==> config.mk <==
export PLATFORM = sky130hd
export DESIGN_NAME = field_line_clear_flat
export DESIGN_NICKNAME = d
export VERILOG_FILES = /design/src/rtl/field_line_clear_if.sv /design/src/rtl/field_line_clear.sv /design/src/flat_wrapper.sv
export SDC_FILE = /design/constraint.sdc
export NUM_CORES = 1
export LEC_CHECK = 0
export ABC_AREA = 1
export BUFFER_PORTS_ARGS = -buffer_cell sky130_fd_sc_hd__buf_2
export CAP_MARGIN = 0
export CORE_AREA = 2 2 317 319
export DETAILED_ROUTE_END_ITERATION = 10
export DIE_AREA = 0 0 319 321
export GPL_TIMING_DRIVEN = 0
export MAX_ROUTING_LAYER = met4
export PLACE_DENSITY = 0.51
export SYNTH_ARGS = -nofsm -noshare
export SYNTH_HDL_FRONTEND = slang
export SYNTH_SLANG_ARGS = --single-unit
export TNS_END_PERCENT = 5
==> constraint.sdc <==
create_clock -name clk -period 12 [get_ports clk]
set_input_delay 1.2 -clock clk [delete_from_list [all_inputs] [get_ports clk]]
set_output_delay 1.2 -clock clk [all_outputs]
set_load 0.005 [all_outputs]
==> src/rtl/field_line_clear_if.sv <==
// Bus between the field merge stage and the line-clear block.
// Lock handshake: lock_req is a single-cycle request honoured only while busy=0;
// busy rises on the capture edge and is followed by exactly one done pulse.
interface field_line_clear_if #(
    parameter int COLS  = 20,
    parameter int ROWS  = 20,
    parameter int TOT_W = 10
) ();
    logic                   lock_req;
    logic [ROWS*COLS-1:0]   field_in;
    logic [ROWS*COLS-1:0]   field_out;
    logic                   busy;
    logic                   done;
    logic [4:0]             lines_cleared;
    logic [TOT_W-1:0]       total_lines;
    logic [1:0]             dbg_state;

    modport master (
        output lock_req, field_in,
        input  field_out, busy, done, lines_cleared, total_lines, dbg_state
    );

    modport slave (
        input  lock_req, field_in,
        output field_out, busy, done, lines_cleared, total_lines, dbg_state
    );
endinterface

==> src/rtl/field_line_clear.sv <==
// Captures a merged field on lock, removes full rows bottom-up one action per
// cycle, and publishes the cleaned field with per-lock and cumulative line counts.
module field_line_clear #(
    parameter int COLS  = 20,
    parameter int ROWS  = 20,
    parameter int TOT_W = 10
) (
    input  logic              clk,
    input  logic              rst,
    field_line_clear_if.slave bus
);
    localparam int W  = ROWS * COLS;
    localparam int RW = $clog2(ROWS);

    typedef enum logic [1:0] {
        IDLE = 2'd0,
        SCAN = 2'd1
    } state_t;

    state_t           state_q;
    logic [W-1:0]     field_q;
    logic [RW-1:0]    r_q;
    logic             busy_q;
    logic             done_q;
    logic [4:0]       lines_q;
    logic [TOT_W-1:0] total_q;

    logic [COLS-1:0]  row_cur;
    logic             row_full;
    logic [W-1:0]     shifted;

    assign row_cur  = field_q[int'(r_q)*COLS +: COLS];
    assign row_full = &row_cur;

    // Rows 0..r drop by one and row 0 refills with zeros; rows below r stay put.
    always_comb begin
        shifted = field_q;
        for (int j = 0; j < ROWS; j++) begin
            if (j <= int'(r_q)) begin
                if (j == 0)
                    shifted[0 +: COLS] = '0;
                else
                    shifted[j*COLS +: COLS] = field_q[(j-1)*COLS +: COLS];
            end
        end
    end

    always_ff @(posedge clk or posedge rst) begin
        if (rst) begin
            state_q <= IDLE;
            field_q <= '0;
            r_q     <= RW'(ROWS - 1);
            busy_q  <= 1'b0;
            done_q  <= 1'b0;
            lines_q <= '0;
            total_q <= '0;
        end else begin
            done_q <= 1'b0;
            case (state_q)
                IDLE: begin
                    if (bus.lock_req) begin
                        field_q <= bus.field_in;
                        lines_q <= '0;
                        r_q     <= RW'(ROWS - 1);
                        busy_q  <= 1'b1;
                        state_q <= SCAN;
                    end
                end
                SCAN: begin
                    // r holds on a shift so the row that dropped in is re-examined.
                    if (row_full) begin
                        field_q <= shifted;
                        lines_q <= lines_q + 5'd1;
                        if (total_q != {TOT_W{1'b1}})
                            total_q <= total_q + 1'b1;
                    end else if (r_q != '0) begin
                        r_q <= r_q - 1'b1;
                    end else begin
                        busy_q  <= 1'b0;
                        done_q  <= 1'b1;
                        state_q <= IDLE;
                    end
                end
                default: state_q <= IDLE;
            endcase
        end
    end

    assign bus.field_out     = field_q;
    assign bus.busy          = busy_q;
    assign bus.done          = done_q;
    assign bus.lines_cleared = lines_q;
    assign bus.total_lines   = total_q;
    assign bus.dbg_state     = state_q;
endmodule

==> src/flat_wrapper.sv <==
// flat-port wrapper written by rule: the top's interface ports become plain ports
module field_line_clear_flat 
#(
    parameter int COLS  = 20,
    parameter int ROWS  = 20,
    parameter int TOT_W = 10
)
  (clk, rst, bus_lock_req, bus_field_in, bus_field_out, bus_busy, bus_done, bus_lines_cleared, bus_total_lines, bus_dbg_state);
  field_line_clear_if #(.COLS(COLS), .ROWS(ROWS), .TOT_W(TOT_W)) bus_i ();
  input  logic clk;
  input  logic rst;
  input wire logic [$bits(bus_i.lock_req)-1:0] bus_lock_req;
  input wire logic [$bits(bus_i.field_in)-1:0] bus_field_in;
  output wire logic [$bits(bus_i.field_out)-1:0] bus_field_out;
  output wire logic [$bits(bus_i.busy)-1:0] bus_busy;
  output wire logic [$bits(bus_i.done)-1:0] bus_done;
  output wire logic [$bits(bus_i.lines_cleared)-1:0] bus_lines_cleared;
  output wire logic [$bits(bus_i.total_lines)-1:0] bus_total_lines;
  output wire logic [$bits(bus_i.dbg_state)-1:0] bus_dbg_state;
  assign bus_i.lock_req = bus_lock_req;
  assign bus_i.field_in = bus_field_in;
  assign bus_field_out = bus_i.field_out;
  assign bus_busy = bus_i.busy;
  assign bus_done = bus_i.done;
  assign bus_lines_cleared = bus_i.lines_cleared;
  assign bus_total_lines = bus_i.total_lines;
  assign bus_dbg_state = bus_i.dbg_state;
  field_line_clear #(.COLS(COLS), .ROWS(ROWS), .TOT_W(TOT_W)) u_core (.clk(clk), .rst(rst), .bus(bus_i));
endmodule
==> flow_summary.ini, run 1 <==
[synthesis]
synth-seq-area-share_pct = 41.2
ys_ff_latch = 422
synth_top_family_by_area = simple AND/OR/NAND/NOR gates
syn_nets = 4333
synth_compound_area_share_pct = 9.63
synthMuxAreaShare_pct = 0.585
synthSimpleGateAreaFrac_pct = 38.5
synth_area_um2 = 25600
avgSynthCellArea_um2 = 6.54
synth_fa_ha_area_share_pct = 0.341
synth-xor-area-share_pct = 0.410
synthCells = 3923
ys_warn_count = 0
ys_types = 33

[finish]
final_cell_area_um2 = 33400
fillers = 11400
final_nets = 5220
syn_to_final_growth_pct = 30.3
layout-drive-gt1-share_pct = 22.2

[place]
port_buffers = 820
placed_cell_area_um2 = 31600
hpwl_mm = 153
gp_congestion = 0.975
place_ws_ps = 6720

[run]
maxCapViolations = 2

[route]
routedWlPerCell_um = 30.8
route.detailed.drc = 0
antenna_left = 0
drt_iter0_drc = 3689
wl_mm = 189
vias = 32400
routed_via_density = 5.26
drt-pass1-iter-count = 6

[global_route]
grt_pass1_wl_mm = 253
met2_usage_pct = 60.8
globalRouteMet3Util_pct = 6.09
gr-max-usage-layer = met2
grt_max_degree = 39
antenna_found_initial = 12
grt_util_met1_pct = 43.8
grt-ovfl-total = 0
grt_pass1_vias = 31000
grt_usage_pct = 36.8

[status]
status = finished with violations
violations = max-capacitance violations, max-slew violations

[die]
start_util_pct = 25.8
rows = 116
die_area_um2 = 102000
coreArea_um2 = 99300
io_pins = 822
die_h_um = 321
fp.dieW_um = 319

[clock_tree]
cts_tree = yes
cts_buffers = 53
clk_pin_slew_ps = 60
cts_resized = 0
hold_buffers = 0
htreeDepth = 2
clock_latency_ps = 650
clock-sinks = 422
post_cts_buffers = 0
root_buffer = clkbuf_16
clk_path_buf_depth = 3

[sta]
fmax_mhz = 182
finalCritPeriodShare_pct = 45.9
hold_viol = 0
fin_crit_ps = 5500
max-slew-margin-rel_pct = -2.90
setup_ws_ps = 6500
skew_ps = 26.2
fin_hold_ws_ps = 491
rsz0062_at_grt = no
final-max-slew-violation-count = 21
finalSetupViolations = 0
worst_pin_slew_ps = 1540
setup_tns_ps = 0

[pwr]
p_int_mw = 4.54
ir_drop_uv = 126
swShare_pct = 56.9
p_comb_share_pct = 57.1
p_leak_nw = 18.6
power.density_nw_per_um2 = 315
clockPowerShare_pct = 16.5
seq_power_share_pct = 26.4
netSwitchingPower_mw = 5.99
total_power_mw = 10.5

[worst_setup_path]
slowest_stage = clkbuf_1
crit_path_end_kind = register
required_ps = 12570
worstSetupStartpointType = register
path_common_cell = nand2_1
reg2reg_depth = 17
arrival_ps = 6070
slowest_delay_ps = 980
path_cells = buf_2 > buf_2 > clkbuf_1 > nor2_1 > o21ai_0 > nand2_1 > nand3_1 > nand2_1 > nor2_1 > nand2_1 > nor2_1 > nand3_1 > nand2_1 > buf_2 > buf_2 > nand3_1 > nand2_1
critical_path_class = reg2reg
worst-path-max-fanout = 10
rrSetupSlack_ps = 6500

[hold_path]
hold_class = reg2reg
hold_depth = 2
## synth_stat cells
cell          n  area share (%)
o21ai_0     352             6.9
inv_1       290             4.2
buf_1         7            0.10
a31oi_1       1           0.024
o211ai_1     35             1.0
xnor2_1       4            0.14
nor2_4        1           0.044
mux2i_1      15            0.59
dfstp_2       3            0.31
a31o_2        2           0.068
xor2_1        8            0.27
buf_4        18            0.53
ha_1          7            0.34
or2_2        21            0.51
nand4_1      54             1.3
conb_1        1           0.015
inv_2         5           0.073
nand2_2       1           0.024
buf_2       109             2.1
nand3_1     486             9.5
a2111oi_0     1           0.034
nor2_2        1           0.024
o22ai_1       9            0.22
dfrtp_1     419              41
clkinv_1      3           0.044
clkbuf_1    153             2.2
nand2_1    1740              25
nor4_1        1           0.024
nand3b_1      1           0.029
nor2_1       98             1.4
o21ai_1      68             1.3
a21oi_1       3           0.059
nor3_1        6            0.12
## state kept, by name, indices dropped and copies added (netlist names)
signal                    flops
u_core.r_q                    5
u_core.bus.lines_cleared      5
u_core.bus.field_out        400
u_core.bus.busy               1
u_core.bus.done               1
u_core.bus.total_lines       10
## per-stage QoR
step	utilization (%)	std cells
after floorplan	-	3923
after global placement	31.6	6041
after detailed placement	31.9	6053
after CTS	33.7	6146
after global routing	33.7	6151
final	33.7	6154
## critical path: cells and delay by family (launching register included)
family | cells | cell delay [ps]
and+or+nand+nor | 11 | 1590
DFF | 1 | 550
buffers and inverters | 5 | 2580
AOI/OAI and AO/OA | 1 | 670
## path summary, 6_finish.rpt
check                                                 startpoint                                    end
setup / recovery                       u_core.r_q[0]$_DFFE_PP1P_  u_core.bus.field_out[378]$_DFFE_PP0P_
hold / removal             u_core.bus.field_out[247]$_DFFE_PP0P_  u_core.bus.field_out[247]$_DFFE_PP0P_
setup reg to reg                       u_core.r_q[0]$_DFFE_PP1P_  u_core.bus.field_out[378]$_DFFE_PP0P_
hold reg to reg            u_core.bus.field_out[247]$_DFFE_PP0P_  u_core.bus.field_out[247]$_DFFE_PP0P_
max in group asynchronous                                    rst  u_core.bus.field_out[114]$_DFFE_PP0P_
min in group asynchronous                                    rst  u_core.bus.field_out[262]$_DFFE_PP0P_
## power groups by stage
| stage | registers [mW] | logic, mW | clock network [mW] |
|---|---|---|---|
| CTS | 2.75 | 5.88 | 1.75 |
| detailed placement | 2.77 | 5.86 | 0 |
| finish | 2.78 | 6.01 | 1.74 |
| global placement | 2.77 | 5.82 | 0 |
| floorplan | 2.45 | 2.80 | 0 |
| global route | 2.81 | 6.34 | 1.80 |
## placed cells by master (no fill, tap or decap), drive strengths merged, types with 9 or more instances in the layout
cell / count
o21ai: 420
o211ai: 35
dfrtp: 419
mux2i: 15
nor2: 100
nand3: 486
inv: 294
clkinv: 16
nand4: 54
o22ai: 9
buf: 966
nand2: 1741
clkbuf: 226
or2: 21
## routing by layer
layer / share of wire [%] / up-vias
met5: 0 / -
met4: 5.2 / 0
met2: 48 / 1876
met1: 39 / 15900
li1: - / 14300
met3: 7.7 / 387
## cell type report
cell class                      instances  area (um2)  share of cell area (%)
Clock buffer                           73        1500                    4.49
Timing Repair Buffer                  832        4340                    13.0
Inverter                              298        1120                    3.36
Buffer                                287        1280                    3.84
Tap cell                             1298        1620                    4.86
Multi-Input combinational cell       2916       12700                    37.9
Sequential cell                       422       10600                    31.6
Antenna cell                            8        20.0                  0.0599
Clock inverter                         20         287                   0.857
## logic make-up (layout without fill, tap and decap cells)
logic type / after synthesis / in the layout
AOI/OAI and AO/OA: 471 / 471
xor gates and xnor gates: 12 / 12
adders and majority gates: 7 / 7
buffers and inverters: 585 / 1510
DFF: 422 / 422
muxes: 15 / 15
other: 1 / 9
and+or+nand+nor: 2410 / 2410
(Power assumes the default switching activity.)
==> inputs of run 2 (changes only) <==
--- a/config.mk
+++ b/config.mk
@@ -5,15 +5,15 @@
 export SDC_FILE = /design/constraint.sdc
 export NUM_CORES = 1
 export LEC_CHECK = 0
-export ABC_AREA = 1
+export ABC_AREA = 0
 export BUFFER_PORTS_ARGS = -buffer_cell sky130_fd_sc_hd__buf_2
 export CAP_MARGIN = 0
-export CORE_AREA = 2 2 317 319
+export CORE_AREA = 2 2 322 324
 export DETAILED_ROUTE_END_ITERATION = 10
-export DIE_AREA = 0 0 319 321
+export DIE_AREA = 0 0 324 326
 export GPL_TIMING_DRIVEN = 0
 export MAX_ROUTING_LAYER = met4
-export PLACE_DENSITY = 0.51
+export PLACE_DENSITY = 0.47
 export SYNTH_ARGS = -nofsm -noshare
 export SYNTH_HDL_FRONTEND = slang
 export SYNTH_SLANG_ARGS = --single-unit
==> constraint.sdc (replaced) <==
create_clock -name clk -period 4.92 [get_ports clk]
set_input_delay 0.492 -clock clk [delete_from_list [all_inputs] [get_ports clk]]
set_output_delay 0.492 -clock clk [all_outputs]
set_load 0.005 [all_outputs]
==> flow_summary.ini, run 2 <==
[sta]
finalCritPeriodShare_pct = 100
max-slew-margin-rel_pct = 8.11
hold_viol = 0
final-max-slew-violation-count = 0
finalSetupViolations = 4
rsz0062_at_grt = yes
fin_crit_ps = 4940
skew_ps = 40.0
worst_pin_slew_ps = 1380
fmax_mhz = 202
setup_ws_ps = -18.5

[synthesis]
async_flop_share_pct = 100
synth_ff_type = dfrtp_1
synth_area_um2 = 22900
synth_edf_count = 0
synth_commonest_cells = dfrtp_1, nand2_1, o21a_1, o22a_1, mux2i_1
ys_ff_latch = 422
ys_types = 78
synth-seq-area-share_pct = 46.0
avgSynthCellArea_um2 = 11.2
synthCells = 2044
ys_warn_count = 0
synth_top_area_share_pct = 45.7
post-synth-top-count-cell = dfrtp_1
synth_top_area_cell = dfrtp_1
netlist_top_cells_area = dfrtp_1, o22a_1, o21a_1
syn_nets = 2454

[die]
rows = 118
die_h_um = 326
io_pins = 822
coreArea_um2 = 103000
die_area_um2 = 106000
start_util_pct = 22.4
fp.dieW_um = 324

[worst_setup_path]
path_cells = buf_6 > buf_8 > buf_8 > buf_12 > buf_8 > mux4_2 > mux2i_1 > o221ai_2 > o221ai_1 > nor3b_1 > and2_1 > nand3_1 > buf_4 > or3_1 > buf_2 > o221a_1
r2r-start = u_core.r_q[0]$_DFFE_PP1P_
path_common_cell = buf_8
crit_path_end_kind = register
required_ps = 5430
slowest_delay_ps = 560
cp-startpoint = u_core.r_q[0]$_DFFE_PP1P_
worstSetupStartpointType = register
slowest_stage = dfstp_2
critical_path_class = reg2reg
worst-path-max-fanout = 10
arrival_ps = 5450

[pwr]
power.density_nw_per_um2 = 789
p_leak_nw = 13.9
ir_drop_uv = 358

[clock_tree]
clk_path_buf_depth = 3
cts_buffers = 55
clock-sinks = 422
htreeDepth = 2
root_buffer = clkbuf_16
clk_pin_slew_ps = 60
clock_latency_ps = 660
cts_tree = yes

[place]
port_buffers = 819
hpwl_mm = 125
placed_cell_area_um2 = 29000
gp_congestion = 0.941

[global_route]
grt_max_degree = 39
grt_pass1_wl_mm = 205
grt-ovfl-total = 0
antenna_found_initial = 47
grt_pass1_vias = 22800
grt_usage_pct = 29.4

[hold_path]
hold_class = in2reg
min_from = bus_field_in[12]

[finish]
ff_latch_area_um2 = 10600
largest_reg_flops = 400
final_cell_area_um2 = 31200
final_common_cell = buf_2
syn_to_final_growth_pct = 35.8
layout-drive-gt1-share_pct = 41.8
final_nets = 3344
final_cell_mix = buf_2, dfrtp_1, nand2_1
multi_input_area_um2 = 11500
fin_util_pct = 30.4
fillers = 10900

[route]
antenna_left = 0
route.detailed.drc = 0
wl_mm = 155
vias = 22700
routed_via_density = 5.17
drt_iter0_drc = 1785
routedWlPerCell_um = 35.4
drt-pass1-iter-count = 8

[status]
violations = negative setup slack
status = finished with violations

[run]
maxCapViolations = 0
[run 2: cell count changes in the layout (fill, tap and decap cells not counted), sizes merged, moves of 97 or more]
cell   previous run  this run
o21a              0       181
o22a              0       180
inv             294        13
nand3           486        32
o21ai           420        81
nand2          1741       193
mux2i            15       125
o221a             0        97
[run 2: worst paths after layout]
check                                                   endpoint  slack, ps  cells after the start
setup / recovery           u_core.bus.field_out[377]$_DFFE_PP0P_        -20                     16
hold / removal              u_core.bus.field_out[12]$_DFFE_PP0P_         60                      3
setup reg to reg           u_core.bus.field_out[377]$_DFFE_PP0P_        -20                     16
hold reg to reg            u_core.bus.total_lines[6]$_DFFE_PP0P_        500                      1
max in group asynchronous    u_core.bus.field_out[7]$_DFFE_PP0P_       2940                      8
min in group asynchronous  u_core.bus.field_out[205]$_DFFE_PP0P_        300                      3
[run 2: logic make-up (layout without fill, tap and decap cells)]
family	after synthesis	in the layout	synth area share [%]
AO/OA/AOI/OAI	654	654	22.9
XOR/XNOR	8	8	0.305
adder cells (fa/ha/maj)	7	7	0.382
buffers and inverters	205	1138	4.62
flip-flops	422	422	46.0
multiplexers	278	278	16.2
other	1	30	0.0163
AND/OR/NAND/NOR	469	469	9.51
[run 2: area by class of cell]
class	count	area share, %
Multi-Input combinational cell	1417	36.8
Sequential cell	422	33.9
Timing Repair Buffer	833	14.0
Tap cell	1380	5.54
Clock buffer	84	5.15
Buffer	193	3.49
Clock inverter	16	0.771
Antenna cell	29	0.233
Inverter	12	0.157
[run 2: through the flow]
stage / setup slack, ps / power [mW] / hold WS [ps] / instances / setup TNS (ps)
floorplan: -1260 / 12.8 / 485 / 2044 / -529210
global placement: -4840 / 20.2 / 481 / 4243 / -2280760
detailed placement: -1090 / 20.3 / 420 / 4255 / -329450
CTS: 40.8 / 24.8 / 11.1 / 4357 / 0
global route: -54.5 / 25.6 / 58.3 / 4383 / -404
finish: -18.5 / 24.6 / 58.3 / 4386 / -29.7
[run 2: worst max-delay path, delay by kind of cell, from the launching register on]
kind | cells | cell delay [ps]
buffers and inverters | 7 | 1690
flip-flops | 1 | 560
AO/OA/AOI/OAI | 3 | 800
AND/OR/NAND/NOR | 4 | 1190
multiplexers | 2 | 480
[run 2: power by group]
group / switching (mW) / leakage, nW / internal (mW)
sequential: 3.43 / 4.92 / 5.15
clock: 1.74 / 0.894 / 2.51
combinational: 6.54 / 8.04 / 5.22
[run 2: repair_timing]
item,4_1_cts,5_1_grt
setup endpoints to repair,422,121
pin swaps,1,0
endpoints found under the hold margin,74,0
setup buffers,1,0
resized for setup,50,8
hold buffers,1,0
[run 2: per-layer routing]
metal | global-route usage [%] | up-vias | part of all wire, %
met3 | 5.00 | 175 | 6.6
met1 | 36.8 | 11800 | 41
met4 | 6.54 | 0 | 2.3
met5 | - | - | 0
li1 | - | 9649 | -
met2 | 49.6 | 1073 | 50
